--- src/rtl/aes_enc_scheduler.sv ---
// ---------------------------------------------------------------------------
// aes_enc_scheduler
//
// Shares one fixed-latency, non-stallable, pipelined AES-256 encrypt datapath
// between NREQ plaintext sources. A round-robin arbiter issues at most one
// 128-bit block per clock. A shadow tag pipe runs beside the datapath and
// remembers which requester owns each block. Every ciphertext is steered into
// that requester's show-ahead result FIFO.
//
// The datapath cannot be back-pressured. A block is therefore only granted
// when its requester holds a credit, which is a result-FIFO slot reserved for
// it in advance. Each requester starts with RES_DEPTH credits. A grant spends
// one credit and a pop returns one.
//
// Handshakes: every valid/ready pair transfers on a rising edge where both are
// high. req_ready is a combinational one-hot (or zero) grant that depends on
// req_valid. A requester may change req_valid/req_data in any cycle without
// a grant. res_valid never depends on res_ready.
//
// Ports
//   clk_clk        single clock
//   reset_reset    synchronous, active-high reset
//   key_ready      round keys valid; nothing is granted while low
//   req_valid      per-requester plaintext available
//   req_data       plaintext; requester i at [128*i +: 128]
//   req_ready      one-hot combinational grant
//   aes_in_valid   registered block strobe to the datapath
//   aes_in_data    registered plaintext to the datapath
//   aes_out_valid  ciphertext strobe from the datapath (LATENCY after input)
//   aes_out_data   ciphertext from the datapath
//   res_valid      result FIFO i non-empty
//   res_data       head of result FIFO i; zero while that FIFO is empty
//   res_ready      pop result FIFO i
//   inflight       number of blocks inside the datapath
//   err_tag        sticky: datapath strobe disagreed with the shadow tag
// ---------------------------------------------------------------------------
module aes_enc_scheduler #(
  parameter int NREQ      = 2,
  parameter int LATENCY   = 14,
  parameter int RES_DEPTH = 4
) (
  input  logic                clk_clk,
  input  logic                reset_reset,
  input  logic                key_ready,
  input  logic [NREQ-1:0]     req_valid,
  input  logic [128*NREQ-1:0] req_data,
  output logic [NREQ-1:0]     req_ready,
  output logic                aes_in_valid,
  output logic [127:0]        aes_in_data,
  input  logic                aes_out_valid,
  input  logic [127:0]        aes_out_data,
  output logic [NREQ-1:0]     res_valid,
  output logic [128*NREQ-1:0] res_data,
  input  logic [NREQ-1:0]     res_ready,
  output logic [4:0]          inflight,
  output logic                err_tag
);

  localparam int IDW = (NREQ > 1) ? $clog2(NREQ) : 1;
  localparam int AW  = (RES_DEPTH > 1) ? $clog2(RES_DEPTH) : 1;
  localparam int CW  = $clog2(RES_DEPTH + 1);
  localparam int MW  = $clog2(LATENCY + 2);

  // -------------------------------------------------------------------------
  // Arbitration
  // -------------------------------------------------------------------------
  logic [IDW-1:0]  rr_ptr;
  logic [NREQ-1:0] has_credit;
  logic [NREQ-1:0] elig;
  logic [NREQ-1:0] grant;
  logic [IDW-1:0]  grant_id;
  logic            grant_any;
  logic [IDW-1:0]  scan_idx;
  logic [127:0]    sel_data;

  // A requester is never granted while reset is asserted. This keeps
  // req_ready at zero during reset, whatever the inputs are.
  always_comb begin
    elig = '0;
    for (int i = 0; i < NREQ; i++) begin
      elig[i] = key_ready & req_valid[i] & has_credit[i] & ~reset_reset;
    end
  end

  // The scan starts at rr_ptr and wraps. The first eligible index wins.
  always_comb begin
    grant     = '0;
    grant_id  = '0;
    grant_any = 1'b0;
    scan_idx  = '0;
    for (int k = 0; k < NREQ; k++) begin
      scan_idx = IDW'((int'(rr_ptr) + k) % NREQ);
      if (!grant_any && elig[scan_idx]) begin
        grant[scan_idx] = 1'b1;
        grant_id        = scan_idx;
        grant_any       = 1'b1;
      end
    end
  end

  always_comb begin
    sel_data = '0;
    for (int i = 0; i < NREQ; i++) begin
      if (grant[i]) sel_data = req_data[128*i +: 128];
    end
  end

  assign req_ready = grant;

  always_ff @(posedge clk_clk) begin
    if (reset_reset) begin
      rr_ptr <= '0;
    end else if (grant_any) begin
      rr_ptr <= (grant_id == IDW'(NREQ - 1)) ? '0 : grant_id + IDW'(1);
    end
  end

  // -------------------------------------------------------------------------
  // Issue register and shadow tag pipe
  // -------------------------------------------------------------------------
  // Tag stage 0 loads on the same edge as the datapath input register, so it
  // describes the block now on aes_in_*. The LATENCY further stages delay it
  // by the datapath latency. Stage LATENCY therefore lines up with the
  // ciphertext of that block on aes_out_*.
  logic [LATENCY:0]          tag_v;
  logic [LATENCY:0][IDW-1:0] tag_id;
  logic                      tag_out_v;
  logic [IDW-1:0]            tag_out_id;
  logic                      retire;

  assign tag_out_v  = tag_v[LATENCY];
  assign tag_out_id = tag_id[LATENCY];
  assign retire     = aes_out_valid & tag_out_v;

  always_ff @(posedge clk_clk) begin
    if (reset_reset) begin
      aes_in_valid <= 1'b0;
      aes_in_data  <= '0;
      tag_v        <= '0;
      tag_id       <= '0;
    end else begin
      aes_in_valid <= grant_any;
      if (grant_any) aes_in_data <= sel_data;
      tag_v  <= {tag_v[LATENCY-1:0], grant_any};
      tag_id <= {tag_id[LATENCY-1:0], grant_id};
    end
  end

  // -------------------------------------------------------------------------
  // In-flight counter
  // -------------------------------------------------------------------------
  // A block is counted from the edge that presents it to the datapath until
  // the edge on which its ciphertext retires.
  always_ff @(posedge clk_clk) begin
    if (reset_reset) begin
      inflight <= '0;
    end else begin
      case ({aes_in_valid, retire})
        2'b10:   inflight <= inflight + 5'd1;
        2'b01:   inflight <= inflight - 5'd1;
        default: inflight <= inflight;
      endcase
    end
  end

  // -------------------------------------------------------------------------
  // Tag check with post-reset drain mask
  // -------------------------------------------------------------------------
  // The datapath has no reset and keeps emitting blocks issued before reset.
  // Tag mismatches are ignored for LATENCY+1 cycles after reset is released,
  // which is long enough for that stale traffic to flush out. A strobe
  // without a tag is never written to a FIFO, because retire needs tag_out_v.
  logic [MW-1:0] mask_cnt;
  logic          masked;

  assign masked = (mask_cnt != '0);

  always_ff @(posedge clk_clk) begin
    if (reset_reset) begin
      mask_cnt <= MW'(LATENCY + 1);
    end else if (masked) begin
      mask_cnt <= mask_cnt - MW'(1);
    end
  end

  always_ff @(posedge clk_clk) begin
    if (reset_reset) begin
      err_tag <= 1'b0;
    end else if (!masked && (aes_out_valid != tag_out_v)) begin
      err_tag <= 1'b1;
    end
  end

  // -------------------------------------------------------------------------
  // Per-requester result FIFO and credit counter
  // -------------------------------------------------------------------------
  for (genvar g = 0; g < NREQ; g++) begin : g_req
    logic [127:0] mem [RES_DEPTH];
    logic [AW:0]  wr_ptr;
    logic [AW:0]  rd_ptr;
    logic [CW-1:0] credit;
    logic         wr;
    logic         pop;
    logic         full;

    assign wr   = retire && (tag_out_id == IDW'(g));
    assign pop  = res_valid[g] & res_ready[g];
    assign full = (wr_ptr[AW] != rd_ptr[AW]) &&
                  (wr_ptr[AW-1:0] == rd_ptr[AW-1:0]);

    assign res_valid[g]           = (wr_ptr != rd_ptr);
    assign res_data[128*g +: 128] = res_valid[g] ? mem[rd_ptr[AW-1:0]] : '0;
    assign has_credit[g]          = (credit != '0);

    always_ff @(posedge clk_clk) begin
      if (wr) mem[wr_ptr[AW-1:0]] <= aes_out_data;
    end

    always_ff @(posedge clk_clk) begin
      if (reset_reset) begin
        wr_ptr <= '0;
        rd_ptr <= '0;
      end else begin
        if (wr)  wr_ptr <= wr_ptr + (AW+1)'(1);
        if (pop) rd_ptr <= rd_ptr + (AW+1)'(1);
      end
    end

    // A grant and a pop in the same cycle cancel out.
    always_ff @(posedge clk_clk) begin
      if (reset_reset) begin
        credit <= CW'(RES_DEPTH);
      end else begin
        case ({grant[g], pop})
          2'b10:   credit <= credit - CW'(1);
          2'b01:   credit <= credit + CW'(1);
          default: credit <= credit;
        endcase
      end
    end

    // The credit scheme reserves a slot before every issue, so a write into
    // a full FIFO means the credit accounting is broken.
    a_no_overflow: assert property (@(posedge clk_clk) disable iff (reset_reset)
                                    !(wr && full));
  end

endmodule

--- config.mk ---
export PLATFORM = sky130hd
export DESIGN_NAME = aes_enc_scheduler
export DESIGN_NICKNAME = d
export VERILOG_FILES = /design/src/rtl/aes_enc_scheduler.sv
export SDC_FILE = /design/constraint.sdc
export NUM_CORES = 1
export LEC_CHECK = 0
export CAP_MARGIN = 10
export CORE_ASPECT_RATIO = 0.5
export CORE_MARGIN = 2
export CORE_UTILIZATION = 32
export CTS_BUF_LIST = sky130_fd_sc_hd__clkbuf_2
export CTS_CLUSTER_SIZE = 30
export DETAILED_ROUTE_END_ITERATION = 8
export MAX_ROUTING_LAYER = met4
export PLACE_DENSITY = 0.57
export SETUP_SLACK_MARGIN = 0.02
export SYNTH_ARGS = -nofsm -noshare
export SYNTH_HDL_FRONTEND = slang
export SYNTH_SLANG_ARGS = --single-unit
--- constraint.sdc ---
create_clock -name clk_clk -period 6.2 [get_ports clk_clk]
set_input_delay 1.86 -clock clk_clk [delete_from_list [all_inputs] [get_ports clk_clk]]
set_output_delay 1.86 -clock clk_clk [all_outputs]
set_load 0.02 [all_outputs]
==> Word-level counts from Yosys, hierarchy flattened <==
Memories as Yosys holds them, arrays and structs flattened. A register that Yosys moved wholly into a read port is not among the register bits.
Cells that the tools add are included.
{ "totals": {"ff_bits": 188, "ram_bits": 1024, "n_memories": 2, "word_cells": 112, "out_inout_bits": 395} }
{ "classes": {"bitwise_logic": 12, "order_cmp": 4, "eq_ne": 9, "n_reduce_logical": 14, "muxes": 30, "addsub": 13} }
{ "memory_table": {"columns": ["name", "depth", "word_bits", "rd", "rd_clocked_by_memory_dff", "wr", "line", "rtl"], "rows": [
  ["g_req[0].mem", 4, 128, 1, 1, 1, "198", "logic [127:0] mem [RES_DEPTH];"],
  ["g_req[1].mem", 4, 128, 1, 1, 1, "198", null]
]} }
{ "op_table": {"columns": ["cell", "n"], "rows": [
  ["2-to-1 mux 128 bit", 4],
  ["adder 3 x 1 -> 3 bit (second input constant)", 6],
  ["2-to-1 mux 1 bit", 15],
  ["2-to-1 mux 2 bit", 6],
  ["case mux 3 bit (2 select lines)", 2],
  ["case mux 5 bit (2 select lines)", 1],
  ["AND 1 bit", 9],
  ["== test 2 x 1 -> 1 bit (second input constant)", 3],
  ["== test 2 bit (second input constant)", 3],
  ["logical AND 1 bit", 6],
  ["!= test 3 bit", 2],
  ["nonzero test 2 bit", 3],
  ["nonzero test 3 bit", 2],
  ["subtractor 3 x 1 -> 3 bit (second input constant)", 2],
  ["adder 5 x 1 -> 5 bit (second input constant)", 1],
  ["subtractor 5 x 1 -> 5 bit (second input constant)", 1],
  ["less-than comparator 1 x 2 -> 1 bit (second input constant)", 2],
  ["nonzero test 4 bit", 1],
  ["subtractor 4 x 1 -> 4 bit (second input constant)", 1],
  ["adder 1 bit (second input constant)", 2],
  ["demux 1 bit (select 1 bit)", 2],
  ["greater-or-equal comparator 1 bit (second input constant)", 2],
  ["zero test 1 bit", 2],
  ["inverter 1 bit", 2],
  ["other kinds (2)", 2]
]} }

==> Depth between registers and ports, before layout <==
Gate-level depths: netlist of run 1.
{ "logic_depth": {"word_depth": 11, "depth_mapped": 11, "mapped_depth_nobuf": 10} }

==> Worst setup path after synthesis of run 1 <==
Ideal clock, no wire load.
{ "synth_timing": {"path_kind": "input -> register", "start": "in aes_out_valid", "end": "mem g_req[0].mem[3][0] (enable)", "setup_ps": 504, "setup_slack_ps": 253, "arrival_ps": 5443, "path_stages": 3, "path_buffers": 0, "cell_sequence": "ha_1 nor2b_1 and2_1"} }
{ "synth_via": {"elab_chain_len": 4} }
{ "synth_lines": {"columns": ["element", "line", "rtl"], "rows": [
  ["start: declaration", "50", "input logic aes_out_valid,"],
  ["AND 1 bit", "133", "assign retire = aes_out_valid & tag_out_v;"],
  ["logical AND 1 bit", "206", "assign wr = retire && (tag_out_id == IDW'(g));"],
  ["2-to-1 mux 1 bit", "216", "if (wr) mem[wr_ptr[AW-1:0]] <= aes_out_data;"],
  ["2-to-1 mux 1 bit (implied by the code)", "216", null],
  ["end: declaration", "198", null]
]} }
No other way between the ends.

==> Worst setup path after layout of run 1 <==
{ "layout_timing": {"start": "reg g_req[1].rd_ptr[1]", "end": "out res_data[240]"} }
{ "layout_via": {"elab_chain_len": 2} }
{ "layout_lines": {"columns": ["element", "line", "rtl"], "rows": [
  ["start: declaration", "200", "logic [AW:0] rd_ptr;"],
  ["start signal: assignment", "225", "if (pop) rd_ptr <= rd_ptr + (AW+1)'(1);"],
  ["!= test 3 bit", "211", "assign res_valid[g] = (wr_ptr != rd_ptr);"],
  ["2-to-1 mux 128 bit", "212", "assign res_data[128*g +: 128] = res_valid[g] ? mem[rd_ptr[AW-1:0]] : '0;"],
  ["end: declaration", "53", "output logic [128*NREQ-1:0] res_data,"]
]} }
No other way between the ends.

==> results.toml, run 1 <==
[clocking]
post_cts_hold_buffer_count = 0
clock_latency_ns = 1.39
post_cts_resize_count = 0
worst_setup_hold_path_clk_slew_ns = 0.10
cts-root-buf = "sky130_fd_sc_hd__clkbuf_2"
tritoncts.num_buffers = 286
htree_levels = 5
tritoncts_num_sinks = 1215
post_cts_buffers = 0
ctsLongestPathBuffers = 4
cts_tree = "built"

[logic_synthesis]
yosysTopAreaCellShare_pct = 67.0
postSynth.asyncResetShare_pct = 0
synth_most_common_cell = "sky130_fd_sc_hd__edfxtp_1"
post-synth-top-area-cell = "sky130_fd_sc_hd__edfxtp_1"
ys_seq_elements = 1215
synth_nets = 2711
synth_sequential_area_ratio_pct = 75.3
number_of_flops_mapped_to_enable_cells_by_yosys = 1024
avgSynthCellArea_sq_um = 20.0
yosys.cell_types.count = 43
synth_flop_cell = "sky130_fd_sc_hd__edfxtp_1"
synth-warning-count = 0
netlist_top_cells_count = "1024 x sky130_fd_sc_hd__edfxtp_1, 376 x sky130_fd_sc_hd__and2_1, 256 x sky130_fd_sc_hd__mux4_2, 191 x sky130_fd_sc_hd__dfxtp_1, 128 x sky130_fd_sc_hd__a221o_1"
synthTopCellsByArea = "sky130_fd_sc_hd__edfxtp_1 67%, sky130_fd_sc_hd__mux4_2 13%, sky130_fd_sc_hd__dfxtp_1 8.3%, sky130_fd_sc_hd__and2_1 5.1%, sky130_fd_sc_hd__a221o_1 2.8%"
post_synth_inst_count = 2298
syn-cell-area_sq_mm = 0.0459

[place]
dp.final_hpwl_um = 90500
routability_congestion_estimate_from_global_placement = 1.01
port_buffers = 786
dp_worst_setup_slack_ns = 0.730

[sta]
finalMaxSlewViolations = 0
achievable-frequency_mhz = 171
finalCriticalPeriod_ns = 5.85
fin_tns_setup_ns = 0
final_min_period_over_clock_period_pct = 94.4
timing.slew.headroom_pct = 21.4
worst-slew-pin-transition_ns = 1.18
report.final.hold_viol_count = 0
grt_setup_unrepaired = "false"
setup_viol_count_final = 0
clock_skew_ns = 0.222
post-route-worst-setup-slack_ns = 0.348

[detailed_routing]
dr.pass1.iters = 5
initialDrtViolationCount = 1789
drcViolationCount = 0
route.detailed.wl_per_inst_um = 25.2
routed_via_density = 4.79
detail_route.wirelength_um = 137000
via_count = 25970
ant_nets = 0

[worst_setup_path]
worst_setup_path_startpoint = "g_req[1].rd_ptr[1]"
timing.critical_path.slowest_stage_cell = "sky130_fd_sc_hd__clkdlybuf4s50_1"
cp.required_ns = 4.34
critical_path_arrival_ns = 3.99
cpPeakStageDelay_ns = 0.67
crit-reg2reg-launch = "g_req[1].credit[0]"
path_cells = "xor2_1 -> or3_4 -> buf_12 -> and2_1 -> clkdlybuf4s50_1"
crit_fanout = 80
setup.worst_path.class = "reg2out"
setup.worst_path.end_class = "output pin"
critPathLaunchType = "register"

[final_layout]
layout.core_utilization_pct = 41.4
drive_above_1_share_pct = 22.6
fin_nets = 3715
layout-area-overhead-vs-synth_pct = 28.5

[run]
cap_viol_max_count = 0

[global_route]
grt_max_degree = 130
globalRouteOverflowTotal = 0
grt_use_total_pct = 18.6
number_of_antenna_violations_at_the_first_check_in_global_routing = 20
via_count_of_the_first_global_routing_pass = 27194
grt_pass1_wl_um = 192000

[power_and_ir_drop]
clock_network_fraction_of_design_power_pct = 34.5
power.leakage_nw = 19.5
switching_share_pct = 24.6
seq_power_share_pct = 59.8
pwr-share-comb_pct = 5.7
power.switching_mw = 3.71
cellPowerDensity_mw_per_mm2 = 255
ir_worst_vdd_v = 0.000125
cell_internal_pwr_mw = 11.4

[worst_hold_path]
hp-class = "reg2reg"
timing.hold.worst.start = "tag_id[9]"

[floorplanning]
fp.dieW_um = 540
die_h_um = 272
initial_utilization_pct = 32.2
coreArea_sq_mm = 0.143
dieArea_sq_mm = 0.147
design.portCount = 787
rows = 98

[status]
outcome = "finished clean"
## worst max-delay path, delay by kind of cell (launching register included)
| kind | cells | cell delay (ns) |
|---|---|---|
| flip-flops | 1 | 0.42 |
| XOR/XNOR | 1 | 0.23 |
| AND/OR/NAND/NOR | 2 | 0.97 |
| buffers and inverters | 2 | 1.05 |
## worst paths after layout
path                        endpoint  slack [ns]  cells past startpoint
hold reg to reg           tag_id[10]        0.39                      1
setup / recovery       res_data[240]        0.35                      5
hold / removal            tag_id[10]        0.39                      1
setup reg to reg  g_req[0].credit[2]        2.73                     10
## per-stage QoR
stage               total power, mW  area, sq um  cells  hold slack, ns
floorplan                      9.44        45900   2298           0.414
global placement               10.0        56400   4913           0.416
detailed placement             10.0        56400   4913           0.422
CTS                            15.3        58900   5396           0.408
global route                   15.8        59000   5418           0.430
finish                         15.1        59000   5421           0.393
## layout make-up
type,count,area (sq um)
fill,12883,83600
sequential,1215,34600
multi-input combinational,932,10700
timing repair buffer,850,8690
tap,1900,2380
clock buffer,428,2140
clock inverter,55,348
inverter,17,63.8
antenna,24,60.1
## power by group through the flow
stage	clock network [mW]	logic [mW]	registers, mW
2_1_floorplan	0	0.161	9.27
3_3_place_gp	0	0.841	9.19
3_5_place_dp	0	0.857	9.19
4_1_cts	5.42	0.862	9.01
5_1_grt	5.83	0.907	9.02
6_report	5.20	0.863	9.01
## registers in the layout, indices dropped and copies added (netlist names), named ones only
name          flops
aes_in_data     128
err_tag           1
g_req.credit      6
g_req.mem      1024
g_req.rd_ptr      6
g_req.wr_ptr      6
inflight          5
mask_cnt          4
rr_ptr            1
tag_id           14
tag_out_id        1
tag_v            15
## metal layers
metal  GRT usage, %  share of wire (%)  vias to the layer above
li1               -                  -                    11375
met1           22.5                 41                    13560
met2           30.2                 50                      824
met3           5.39                6.5                      211
met4           5.23                2.0                        0
met5              -                  0                        -
## cells in the final DEF, fill, tap and decap left out, drive strengths merged, types with 13 or more instances in the layout
cell type      instances
edfxtp              1024
clkdlybuf4s50        785
xor2                  13
nor2b                 30
buf                   65
ha                    18
clkbuf               428
diode                 24
and2                 389
dfxtp                191
clkinv                38
nor2                  24
inv                   25
mux4                 256
a221o                128
## logic make-up (layout without fill, tap and decap cells)
family                     after synthesis  count (layout)  synth area share (%)
muxes                                  261             261                  12.7
other                                    0              24                     0
DFF                                   1215            1215                  75.3
AOI/OAI and AO/OA                      155             155                  3.23
buffers and inverters                  151            1350                  1.44
adders and majority gates               21              21                 0.621
and+or+nand+nor                        476             476                  6.36
xor gates and xnor gates                19              19                 0.363
(Power assumes the default switching activity.)
==> run 2: changes to the inputs <==
CELL_PAD_IN_SITES_DETAIL_PLACEMENT = 1   (was unset)
CELL_PAD_IN_SITES_GLOBAL_PLACEMENT = 2   (was unset)
CTS_CLUSTER_DIAMETER = 80   (was unset)
PLACE_DENSITY = unset   (was 0.57)
PLACE_DENSITY_LB_ADDON = 0.1   (was unset)
==> results.toml, run 2 (same netlist as run 1, synthesis figures left out) <==
[status]
outcome = "finished clean"

[final_layout]
final-instance-count-excl-fill = 5043
drive_above_1_share_pct = 14.8
layout-area-overhead-vs-synth_pct = 25.1
mostFrequentLayoutCells = "1024 x sky130_fd_sc_hd__edfxtp_1, 785 x sky130_fd_sc_hd__clkdlybuf4s50_1, 372 x sky130_fd_sc_hd__and2_1"
largest_register_ffs = 1024
fillCellCount = 13819
fin_nets = 3513
most_common_cell_after_layout_fill_and_taps_aside = "sky130_fd_sc_hd__edfxtp_1"
multi_input_logic_area_sq_mm = 0.0109
layout.core_utilization_pct = 40.3
layout.area.seq_sq_mm = 0.0346

[global_route]
number_of_antenna_violations_at_the_first_check_in_global_routing = 28
globalRouteOverflowTotal = 0
via_count_of_the_first_global_routing_pass = 26279
grt_max_degree = 108
grt_pass1_wl_um = 194000
grt_use_total_pct = 18.8

[sta]
clock_skew_ns = 0.125
finalHoldWorstSlack_ns = 0.437
timing.slew.headroom_pct = 30.5
finalCriticalPeriod_ns = 5.80
fin_tns_setup_ns = 0
grt_setup_unrepaired = "false"
setup_viol_count_final = 0
worst-slew-pin-transition_ns = 1.04
achievable-frequency_mhz = 172
finalMaxSlewViolations = 0
final_min_period_over_clock_period_pct = 93.5
report.final.hold_viol_count = 0

[place]
dp.final_hpwl_um = 92000
cell_count_after_placement = 4934
port_buffers = 786
routability_congestion_estimate_from_global_placement = 0.770

[clocking]
worst_setup_hold_path_clk_slew_ns = 0.53
clock_latency_ns = 1.43
post_cts_hold_buffer_count = 0
tritoncts.num_buffers = 49
cts-root-buf = "sky130_fd_sc_hd__clkbuf_2"
tritoncts_num_sinks = 1215
htree_levels = 2
cts_tree = "built"
ctsLongestPathBuffers = 3

[worst_hold_path]
sink_of_the_worst_hold_path = "tag_id[6]"
timing.hold.worst.start = "tag_id[5]"
hp-class = "reg2reg"
worst_hold_path_stage_count = 1

[floorplanning]
die_h_um = 272
coreArea_sq_mm = 0.143
initial_utilization_pct = 32.2
dieArea_sq_mm = 0.147
design.portCount = 787
fp.dieW_um = 540
rows = 98

[worst_setup_path]
critical_path_buf_inv_count = 2
cp.required_ns = 4.34
timing.critical_path.slowest_stage_cell = "sky130_fd_sc_hd__clkdlybuf4s50_1"
critPathLaunchType = "register"
setup.worst_path.end_class = "output pin"
worst_setup_path_startpoint = "g_req[0].wr_ptr[0]"
reg2regPathDepth = 11
path_cells = "xor2_4 -> or3_4 -> buf_12 -> and2_1 -> clkdlybuf4s50_1"
crit_family = "buffers and inverters"
setup.worst_path.class = "reg2out"
timing.reg2reg.setup_slack_ns = 3.14
timing.critical_path.depth = 5
critical_path_arrival_ns = 3.94
crit_fanout = 55
crit-reg2reg-launch = "g_req[0].credit[0]"
cpPeakStageDelay_ns = 0.73
rr_endpoint = "g_req[1].credit[2]"

[power_and_ir_drop]
design_power_total_mw = 12.6
cellPowerDensity_mw_per_mm2 = 220
ir_worst_vdd_v = 0.000108
power.leakage_nw = 18.1

[detailed_routing]
dr.pass1.iters = 5
initialDrtViolationCount = 1461
ant_nets = 0
detail_route.wirelength_um = 136000
drcViolationCount = 0
routed_via_density = 4.78
via_count = 24087
route.detailed.wl_per_inst_um = 27.0

[run]
cap_viol_max_count = 0
## run 2: cell types whose count changed in the layout (fill, tap and decap cells not counted), sizes merged
cell / change
or3: +3
inv: -5
clkbuf: -365
clkinv: -30
buf: +32
bufinv: -4
diode: -4
clkinvlp: -5
## run 2: layout make-up
type	instances	share of cell area (%)
diodes	20	0.0872
clock inverters	11	0.231
repair buffers	882	15.7
well taps	1900	4.14
clock buffers	63	0.549
flip-flops and latches	1215	60.3
multi-input cells	935	18.9
inverters	17	0.111
## run 2: per-layer routing
layer,global-route usage [%],vias up,part of all wire [%]
met5,-,-,0
met4,2.71,0,1.4
met3,2.80,106,3.3
met2,35.1,404,56
met1,21.9,12857,40
li1,-,10720,-
## run 2: worst max-delay path by stage
stage	slack (ns)	end
after floorplan	0.25	g_req[0].mem[3][0]
after global placement	0.68	req_ready[0]
after detailed placement	0.65	req_ready[0]
after CTS	0.02	res_data[146]
after global routing	0.001	res_data[47]
final	0.40	res_data[47]
## run 2: worst reg2reg max path: stages (launching register included)
cell and delay (ns):
sky130_fd_sc_hd__dfxtp_1 0.49, sky130_fd_sc_hd__o311ai_4 0.42, sky130_fd_sc_hd__nor3_2 0.11, sky130_fd_sc_hd__nor3_4 0.14
sky130_fd_sc_hd__buf_4 0.59, sky130_fd_sc_hd__inv_1 0.14, sky130_fd_sc_hd__ha_1 0.25, sky130_fd_sc_hd__inv_1 0.08
sky130_fd_sc_hd__fa_1 0.18, sky130_fd_sc_hd__xor2_1 0.18, sky130_fd_sc_hd__nor3_1 0.06, sky130_fd_sc_hd__or3b_2 0.43
## run 2: repair_timing
item                                   CTS  global route
buffers inserted                        12             0
gates cloned                             3             0
setup endpoints to repair              182             3
pin swaps                                2             0
endpoints found under the hold margin    0             0
resized for setup                       19             1
## run 2: power breakdown
group	internal (mW)	switching [mW]	leakage [nW]
clock network	0.313	2.44	0.324
logic	0.454	0.398	6.99
registers	8.96	0.0653	10.8
## run 2: through the flow
| step | setup slack (ns) | cell area, sq um |
|---|---|---|
| detailed placement | 0.654 | 56600 |
| finish | 0.401 | 57400 |
| global placement | 0.679 | 56600 |
| CTS | 0.0163 | 57400 |
| floorplan | 0.253 | 45900 |
| global route | 0.00130 | 57400 |
==> run 3: changes to the inputs <==
CORE_UTILIZATION = 30   (was 32)
==> results.toml, run 3 (same netlist as run 1, synthesis figures left out) <==
[final_layout]
most_common_cell_after_layout_fill_and_taps_aside = "sky130_fd_sc_hd__edfxtp_1"
layout.core_utilization_pct = 38.0
largest_register_ffs = 1024
fin_nets = 3506
drive_above_1_share_pct = 14.6
mostFrequentLayoutCells = "1024 x sky130_fd_sc_hd__edfxtp_1, 785 x sky130_fd_sc_hd__clkdlybuf4s50_1, 372 x sky130_fd_sc_hd__and2_1"
layout-area-overhead-vs-synth_pct = 25.5

[clocking]
cts_tree = "built"
ctsLongestPathBuffers = 3
htree_levels = 2
worst_setup_hold_path_clk_slew_ns = 0.53
tritoncts_num_sinks = 1215
clock_latency_ns = 1.50
cts-root-buf = "sky130_fd_sc_hd__clkbuf_2"
tritoncts.num_buffers = 49

[sta]
achievable-frequency_mhz = 172
finalMaxSlewViolations = 0
post-route-worst-setup-slack_ns = 0.389
grt_setup_unrepaired = "false"
worst-slew-pin-transition_ns = 0.981
finalCriticalPeriod_ns = 5.81
report.final.hold_viol_count = 0
final_min_period_over_clock_period_pct = 93.7
timing.slew.headroom_pct = 34.1
clock_skew_ns = 0.117
setup_viol_count_final = 0
fin_tns_setup_ns = 0

[worst_setup_path]
critical_path_arrival_ns = 3.95
setup.worst_path.end_class = "output pin"
crit_fanout = 31
setup.worst_path.class = "reg2out"
critPathLaunchType = "register"
cp.required_ns = 4.34

[place]
dp_worst_setup_slack_ns = 0.827
dp.final_hpwl_um = 92000
port_buffers = 786
routability_congestion_estimate_from_global_placement = 0.765

[detailed_routing]
via_count = 24244
initialDrtViolationCount = 1432
detail_route.wirelength_um = 139000
ant_nets = 0
dr.pass1.iters = 5
route.detailed.wl_per_inst_um = 26.8
routed_via_density = 4.66
drcViolationCount = 0

[floorplanning]
rows = 101
initial_utilization_pct = 30.2
die_h_um = 281
coreArea_sq_mm = 0.152
fp.dieW_um = 557
dieArea_sq_mm = 0.156
design.portCount = 787

[global_route]
number_of_antenna_violations_at_the_first_check_in_global_routing = 22
globalRouteOverflowTotal = 0
grt_pass1_wl_um = 197000
grt_use_total_pct = 18.0
grt_max_degree = 75
via_count_of_the_first_global_routing_pass = 26609

[status]
outcome = "finished clean"

[power_and_ir_drop]
pwr-share-comb_pct = 6.8
switching_share_pct = 23.2
cell_internal_pwr_mw = 9.73
power.leakage_nw = 18.0
ir_worst_vdd_v = 0.000109
cellPowerDensity_mw_per_mm2 = 220
design_power_total_mw = 12.7
clock_network_fraction_of_design_power_pct = 22.0
seq_power_share_pct = 71.3
power.switching_mw = 2.93

[run]
cap_viol_max_count = 0

[worst_hold_path]
hp-class = "reg2reg"
## run 3: cell types whose count changed in the layout (fill, tap and decap cells not counted), moves of 3 or more
cell and delta:
sky130_fd_sc_hd__buf_4 -11, sky130_fd_sc_hd__xor2_4 -3, sky130_fd_sc_hd__clkinv_8 -3, sky130_fd_sc_hd__diode_2 +3, sky130_fd_sc_hd__xor2_2 +3, sky130_fd_sc_hd__buf_12 +3
## run 3: layout make-up
cell class / instances / area [sq um]
diodes: 23 / 57.6
clock buffers: 62 / 310
clock inverters: 10 / 121
fillers: 14959 / 94200
inverters: 17 / 63.8
multi-input cells: 935 / 10800
flip-flops and latches: 1215 / 34600
well taps: 2060 / 2580
repair buffers: 875 / 9050
## run 3: routing by layer
layer,track usage (%),vias to the layer above,wire length [um]
met5,-,-,0
met4,2.07,0,1270
met3,3.05,77,5280
met2,33.1,384,76600
met1,21.2,13090,56100
li1,-,10693,-
## run 3: worst paths after layout
path | from | to | slack, ns | depth (start not counted)
min reg2reg | tag_id[12] | tag_id[13] | 0.45 | 1
max reg2reg | g_req[0].credit[0] | g_req[1].credit[2] | 3.05 | 11
min | tag_id[12] | tag_id[13] | 0.45 | 1
max | g_req[1].rd_ptr[0] | res_data[210] | 0.39 | 6
## run 3: repair_timing
item                                    in CTS  in global routing
endpoints found under the setup margin     159                  2
pin swaps                                    2                  0
gates cloned                                 4                  0
resized for setup                           18                  3
buffers inserted                            13                  0
hold buffers                                 0                  0
## run 3: power groups by stage
| stage | combinational, mW | sequential [mW] | clock (mW) |
|---|---|---|---|
| global placement | 0.856 | 9.17 | 0 |
| CTS | 0.872 | 9.02 | 2.97 |
| global route | 0.911 | 9.04 | 3.21 |
| finish | 0.855 | 9.02 | 2.78 |
| floorplan | 0.161 | 9.27 | 0 |
| detailed placement | 0.869 | 9.17 | 0 |
## run 3: worst max-delay path, cell delays in order (launching register included)
cell	delay, ns
sky130_fd_sc_hd__dfxtp_1	0.53
sky130_fd_sc_hd__xor2_2	0.33
sky130_fd_sc_hd__or3_4	0.33
sky130_fd_sc_hd__buf_12	0.15
sky130_fd_sc_hd__bufbuf_16	0.33
sky130_fd_sc_hd__and2_1	0.18
sky130_fd_sc_hd__clkdlybuf4s50_1	0.63
## run 3: stage by stage
| step | cell area, sq um | hold slack, ns | std cells |
|---|---|---|---|
| 2_1_floorplan | 45900 | 0.414 | 2298 |
| 3_3_place_gp | 56800 | 0.417 | 5085 |
| 3_5_place_dp | 56800 | 0.426 | 5085 |
| 4_1_cts | 57500 | 0.377 | 5174 |
| 5_1_grt | 57600 | 0.477 | 5196 |
| 6_report | 57600 | 0.455 | 5197 |
